<file path="src/rtl/stack_pointer_unit.sv">
// rtl/stack_pointer_unit.sv - CPU stack pointer with occupancy tracking, either growth direction, overflow/underflow guard
module stack_pointer_unit #(
    parameter int                WIDTH     = 16,
    parameter logic [WIDTH-1:0]  BASE      = 16'hFFFF,
    parameter int                DEPTH     = 256,
    parameter bit                GROW_DOWN = 1'b1,
    localparam int               DW        = $clog2(DEPTH + 1)
) (
    input  logic             clk,
    input  logic             reset,
    input  logic             push,
    input  logic             pop,
    input  logic             clear,
    input  logic             clr_err,
    output logic [WIDTH-1:0] out,
    output logic [WIDTH-1:0] next_push_addr,
    output logic [DW-1:0]    depth,
    output logic             empty,
    output logic             full,
    output logic             err,
    output logic             ovf,
    output logic             unf
);

    localparam logic [DW-1:0]    DEPTH_MAX = DW'(DEPTH);
    localparam logic [WIDTH-1:0] ONE       = WIDTH'(1);

    logic [WIDTH-1:0] pop_addr;

    // Push and pop step in opposite directions; wrap is modulo 2**WIDTH by construction.
    assign next_push_addr = GROW_DOWN ? (out - ONE) : (out + ONE);
    assign pop_addr       = GROW_DOWN ? (out + ONE) : (out - ONE);
    assign empty          = (depth == '0);
    assign full           = (depth == DEPTH_MAX);

    always_ff @(posedge clk) begin
        if (!reset) begin
            out   <= BASE;
            depth <= '0;
            err   <= 1'b0;
            ovf   <= 1'b0;
            unf   <= 1'b0;
        end else begin
            err <= 1'b0;
            // Flag clears come first so a same-cycle rejection below overrides them.
            if (clr_err) begin
                ovf <= 1'b0;
                unf <= 1'b0;
            end
            if (clear) begin
                out   <= BASE;
                depth <= '0;
            end else if (push && pop) begin
                // Replace-top: pointer and occupancy hold, never an error.
                out   <= out;
                depth <= depth;
            end else if (push) begin
                if (full) begin
                    err <= 1'b1;
                    ovf <= 1'b1;
                end else begin
                    out   <= next_push_addr;
                    depth <= depth + DW'(1);
                end
            end else if (pop) begin
                if (empty) begin
                    err <= 1'b1;
                    unf <= 1'b1;
                end else begin
                    out   <= pop_addr;
                    depth <= depth - DW'(1);
                end
            end
        end
    end

endmodule

</file>
<file path="config.mk">
export PLATFORM = sky130hd
export DESIGN_NAME = stack_pointer_unit
export DESIGN_NICKNAME = d
export VERILOG_FILES = /design/src/rtl/stack_pointer_unit.sv
export SDC_FILE = /design/constraint.sdc
export NUM_CORES = 1
export LEC_CHECK = 0
export ABC_CLOCK_PERIOD_IN_PS = 5900
export CAP_MARGIN = 15
export CORE_ASPECT_RATIO = 1.2
export CORE_MARGIN = 10
export CORE_UTILIZATION = 23
export DETAILED_ROUTE_END_ITERATION = 8
export SLEW_MARGIN = 25
export SYNTH_ARGS = -nofsm -noshare
export SYNTH_HDL_FRONTEND = slang
export SYNTH_SLANG_ARGS = --single-unit
</file>
<file path="constraint.sdc">
create_clock -name clk -period 5.9 [get_ports clk]
set_clock_uncertainty 0.15 [all_clocks]
set_input_delay 1.18 -clock clk [delete_from_list [all_inputs] [get_ports clk]]
set_output_delay 1.18 -clock clk [all_outputs]
set_load 0.05 [all_outputs]
</file>
==> results of run 1 <==
==> layout by cell type, fill, tap and decap left out, types with 9 or more instances in the layout <==
master / instances
nand2_1: 17
a21oi_1: 14
dfxtp_1: 28
nor2_1: 18
nor3_1: 13
o21ai_0: 15
clkdlybuf4s50_1: 51
inv_1: 9
nand3_1: 14
ha_1: 9
==> final timing paths <==
kind / depth (start not counted) / slack, ps / endpoint / start
setup / recovery: 5 / 1270 / next_push_addr[15] / out[0]$_SDFFE_PP1P_
hold / removal: 1 / 340 / unf$_SDFF_PN0_ / unf$_SDFF_PN0_
setup reg to reg: 6 / 2960 / out[7]$_SDFFE_PP1P_ / depth[1]$_SDFFE_PP0P_
hold reg to reg: 1 / 340 / unf$_SDFF_PN0_ / unf$_SDFF_PN0_
==> state kept, by name, indices dropped and copies added, names as in the netlist <==
signal and flops:
unf 1, out 16, err 1, depth 9
ovf 1
==> cells by family after synthesis <==
group | after synthesis | share of synthesized area, %
AOI/OAI and AO/OA | 68 | 21.7
adders and majority gates | 10 | 6.41
xor gates and xnor gates | 16 | 6.78
buffers and inverters | 32 | 6.65
muxes | 5 | 2.42
DFF | 28 | 27.1
and+or+nand+nor | 109 | 28.9
==> power groups by stage <==
stage | Sequential [mW] | Combinational (mW) | Clock, mW
2_1_floorplan | 0.236 | 0.120 | 0
3_3_place_gp | 0.215 | 0.197 | 0
3_5_place_dp | 0.216 | 0.198 | 0
4_1_cts | 0.212 | 0.199 | 0.132
5_1_grt | 0.214 | 0.216 | 0.138
6_report | 0.212 | 0.198 | 0.128
==> layout make-up <==
class                      instances  share of cell area [%]
clock buffer                       4                    2.03
sequential                        28                    20.7
inverter                           9                    1.25
tap                              117                    5.41
timing repair buffer              55                    20.0
multi-input combinational        208                    50.6
==> per-stage QoR <==
step                      power [mW]  hold slack [ps]  utilization [%]  worst slack [ps]
after floorplan                0.356              540                -              1400
after global placement         0.413              308             30.6              1660
after detailed placement       0.414              324             30.6              1630
after CTS                      0.543              349             31.3              1290
after global routing           0.568              363             31.3              1150
final                          0.537              342             31.3              1270
==> critical path, cell delays in order (launching register included) <==
cell and delay (ps):
dfxtp_1 390, or4_1 670, or4_4 580, nor4_4 280
xnor2_1 220, clkdlybuf4s50_1 880
==> metal layers <==
metal  up-vias  wire length (um)
li1       1054                 -
met1       972              2840
met2        54              3260
met3         8               340
met4         0                99
met5         -                 0
==> flow_metrics.tcl, run 1 <==
set metrics [dict create \
    status "finished clean" \
    dieArea_sq_mm 0.0132 \
    fmax_mhz 216 \
    ys_types 50 \
    dpl_cell_area_sq_mm 0.00265 \
    routed_wl_um 6540 \
    rsz0062_at_grt "false" \
    grt_pass1_wl_um 10600 \
    overflow 0 \
    groute.layer.met2.usage_pct 17.7 \
    place_congestion 0.748 \
    die_y_um 124 \
    startpoint_type "register" \
    htreeDepth 1 \
    avgViaCountPerCell 4.96 \
    dp_hpwl_um 4930 \
    internal_power_uw 327 \
    grt_max_degree 25 \
    async_reset_ff_share_pct 0 \
    post_cts_buffers 0 \
    synth_cells 268 \
    min_period_ps 4630 \
    yosysMostFrequentCell "dfxtp_1" \
    p_leak_nw 1.03 \
    use_met3_pct 2.27 \
    worstSetupEndpointType "output port" \
    initial_core_util_pct 23.9 \
    critical_path_class "reg -> out" \
    io_pins 52 \
    p_switching_uw 210 \
    netSwitchingFraction_pct 39.1 \
    hold_viol_final 0 \
    maxSlewHeadroom_pct 38.0 \
    stdcell_count 421 \
    synth_edf_count 0 \
    place_inst 417 \
    synth_ff_type "dfxtp_1" \
    cts_tree "done" \
    p_seq_share_pct 39.4 \
    clk_pin_slew_worst_paths_ps 110 \
    period_share_pct 78.5 \
    critPathMaxFanout 8 \
    remaining_drc_errors 0 \
    netlist_area_sq_mm 0.00207 \
    cts_buffers 3 \
    grt_pass1_vias 2069 \
    grtUsageTotal_pct 9.78 \
    diodes 0 \
    synth_warnings 0 \
    clock_latency_ps 290 \
    fin_tns_setup_ps 0 \
    vdd_drop_max_mv 0.0841 \
    p_clk_share_pct 23.8 \
    min_path_type "reg -> reg" \
    postSynthAreaPerCell_sq_um 7.72 \
    synthToLayoutAreaGrowth_pct 30.9 \
    drt-initial-drc-count 107 \
    cp.arrival_ps 3300 \
    maxCapViolations 0 \
    synth-seq-cells 28 \
    final-setup-viol-count 0 \
    worstMarginPinSlew_ps 924 \
    final_antenna_net_count 0 \
    layout-drive-gt1-share_pct 4.61 \
    clockRootBuffer "clkbuf_8" \
    rows 37 \
    synthDominantCellAreaShare_pct 27.1 \
    pwr-share-comb_pct 36.8 \
    postCtsHoldBufs 0 \
    synth.yosys.seq_area_share_pct 27.1 \
    vias 2088 \
    antenna_found_initial 0 \
    final_nets 321 \
    cts.sinks 28 \
    pwr_density_cell_mw_per_mm2 198 \
    synth_area_leaders "dfxtp_1 (27%), ha_1 (5.4%), o21ai_0 (3.6%)" \
    coreArea_sq_mm 0.00866 \
    multi_input_area_sq_mm 0.00137 \
    seqCellArea_sq_um 561 \
    drt-wirelength-per-cell_um 15.5 \
    fin_area_sq_mm 0.00271 \
    clock_path_buffers 2 \
    fillers 951 \
    cts-resized-gates 0 \
    busiest_layer "met2" \
    syn_nets 284 \
    maxSlewViolCount 0 \
    first_pass_iters 4 \
    synthTopCellsByCount "dfxtp_1 (28), nor2_1 (18), nand2_1 (17)" \
    io_buffer_count 51 \
    synth_top_area_cell "dfxtp_1" \
    crit_required_ps 4570 \
    grt_use_met1_pct 11.1 \
    die_w_um 107 \
]
(Power assumes the default switching activity.)
==> inputs of run 2 (changes only) <==
Settings changed: ABC_CLOCK_PERIOD_IN_PS 5900 to 4700.
Clock period 5.9 ns to 4.7 ns, I/O delays scaled along.
==> flow_metrics.tcl, run 2 (synthesis gave the netlist of run 1 again) <==
set metrics [dict create \
    fmax_mhz 231 \
    hold_path_depth 1 \
    rsz0062_at_grt "false" \
    vdd_drop_max_mv 0.109 \
    worstMarginPinSlew_ps 725 \
    antenna_found_initial 0 \
    dp_hpwl_um 4880 \
    period_share_pct 92.3 \
    place_inst 418 \
    critPathMaxFanout 8 \
    layout-drive-gt1-share_pct 4.92 \
    clock_latency_ps 280 \
    worstSetupEndpointType "output port" \
    r2r_start "depth[1]$_SDFFE_PP0P_" \
    stdcell_count 422 \
    regMostFlops "out" \
    drt-wirelength-per-cell_um 15.0 \
    cts_tree "done" \
    dieArea_sq_mm 0.0132 \
    fin_tns_setup_ps 0 \
    cts.sinks 28 \
    die_y_um 124 \
    final_nets 322 \
    crit_start "out[0]$_SDFFE_PP1P_" \
    min_period_ps 4340 \
    cts_buffers 3 \
    io_buffer_count 51 \
    vias 2109 \
    grt_pass1_vias 2094 \
    final_common_cell "clkdlybuf4s50_1" \
    reg2reg_slack_ps 2040 \
    crit_required_ps 3610 \
    drt-initial-drc-count 100 \
    largest_register_ffs 16 \
    coreArea_sq_mm 0.00866 \
    first_pass_iters 4 \
    postCtsHoldBufs 0 \
    status "finished clean" \
    post_cts_buffers 0 \
    maxSlewViolCount 0 \
    grtUsageTotal_pct 9.34 \
    largestRegisters "out (16), depth (9)" \
    hold_viol_final 0 \
    maxCapViolations 0 \
    fillers 922 \
    synthToLayoutAreaGrowth_pct 32.0 \
    p_leak_nw 1.04 \
    mostFrequentLayoutCells "clkdlybuf4s50_1 (51), dfxtp_1 (28), nor2_1 (18), nand2_1 (17), o21ai_0 (15)" \
    clock_path_buffers 2 \
    critical-path-max-stage-delay_ps 870 \
    final_antenna_net_count 0 \
    startpoint_type "register" \
    setup.worst_path.end "next_push_addr[15]" \
    critical_path_class "reg -> out" \
    clockRootBuffer "clkbuf_8" \
    r2r_cells 7 \
    final-setup-viol-count 0 \
    htreeDepth 1 \
    remaining_drc_errors 0 \
    diodes 0 \
    hp-start "unf$_SDFF_PN0_" \
    place_congestion 0.767 \
    cts-resized-gates 0 \
    clk_pin_slew_worst_paths_ps 110 \
    maxSlewHeadroom_pct 51.5 \
    grt_pass1_wl_um 10300 \
    avgViaCountPerCell 5.00 \
    worstPathCellList "or4_1, or4_4, nor4_4, xnor2_1, clkdlybuf4s50_1" \
    overflow 0 \
    r2r_end "out[7]$_SDFFE_PP1P_" \
    cpMaxStageDelayCell "clkdlybuf4s50_1" \
    grt_max_degree 25 \
    cp.arrival_ps 3250 \
    die_w_um 107 \
    rows 37 \
    pwr_density_cell_mw_per_mm2 261 \
    io_pins 52 \
    initial_core_util_pct 23.9 \
    min_path_type "reg -> reg" \
    routed_wl_um 6330 \
]
## run 2: cell count changes in the layout (fill, tap and decap cells not counted), sizes merged
cell | previous run | this run
clkbuf | 4 | 3
buf | 4 | 5
bufinv | 0 | 1
## run 2: worst min-delay path by stage
stage | endpoint | slack (ps)
5_1_grt | depth[3]$_SDFFE_PP0P_ | 380
2_1_floorplan | depth[4]$_SDFFE_PP0P_ | 540
3_5_place_dp | unf$_SDFF_PN0_ | 320
6_report | unf$_SDFF_PN0_ | 350
4_1_cts | unf$_SDFF_PN0_ | 350
3_3_place_gp | ovf$_SDFF_PN0_ | 310
## run 2: worst max-delay path: cells and delay by family, from the launching register on
kind | cells | cell delay [ps]
simple gates | 3 | 1490
buf+inv | 1 | 870
flops | 1 | 390
xor+xnor | 1 | 200
## run 2: power by group
group	internal [mW]	switching, mW
Sequential	0.247	0.0179
Clock	0.114	0.0846
Combinational	0.0886	0.159
## run 2: area by class of cell
| type | instances | area (sq um) | share of cell area [%] |
|---|---|---|---|
| multi-input combinational | 208 | 1370 | 50.2 |
| sequential | 28 | 561 | 20.5 |
| timing repair buffer | 56 | 548 | 20.1 |
| tap | 117 | 146 | 5.36 |
| clock buffer | 3 | 41.3 | 1.51 |
| inverter | 9 | 33.8 | 1.24 |
| clock inverter | 1 | 30.0 | 1.10 |
## run 2: per-layer routing
layer | track usage [%] | vias to the layer above | part of all wire [%]
met5 | 0 | - | 0
met4 | 3.14 | 0 | 2.0
met3 | 2.12 | 8 | 4.3
met2 | 17.2 | 47 | 51
met1 | 10.4 | 996 | 43
li1 | - | 1058 | -
## run 2: per-stage QoR
step / instance area [sq um] / power (mW) / setup slack [ps] / hold WS, ps / utilization (%)
global route: 2730 / 0.753 / 151 / 379 / 31.5
floorplan: 2070 / 0.447 / 441 / 540 / -
finish: 2730 / 0.712 / 362 / 349 / 31.5
global placement: 2660 / 0.518 / 700 / 311 / 30.7
CTS: 2730 / 0.723 / 337 / 351 / 31.5
detailed placement: 2660 / 0.520 / 683 / 324 / 30.7
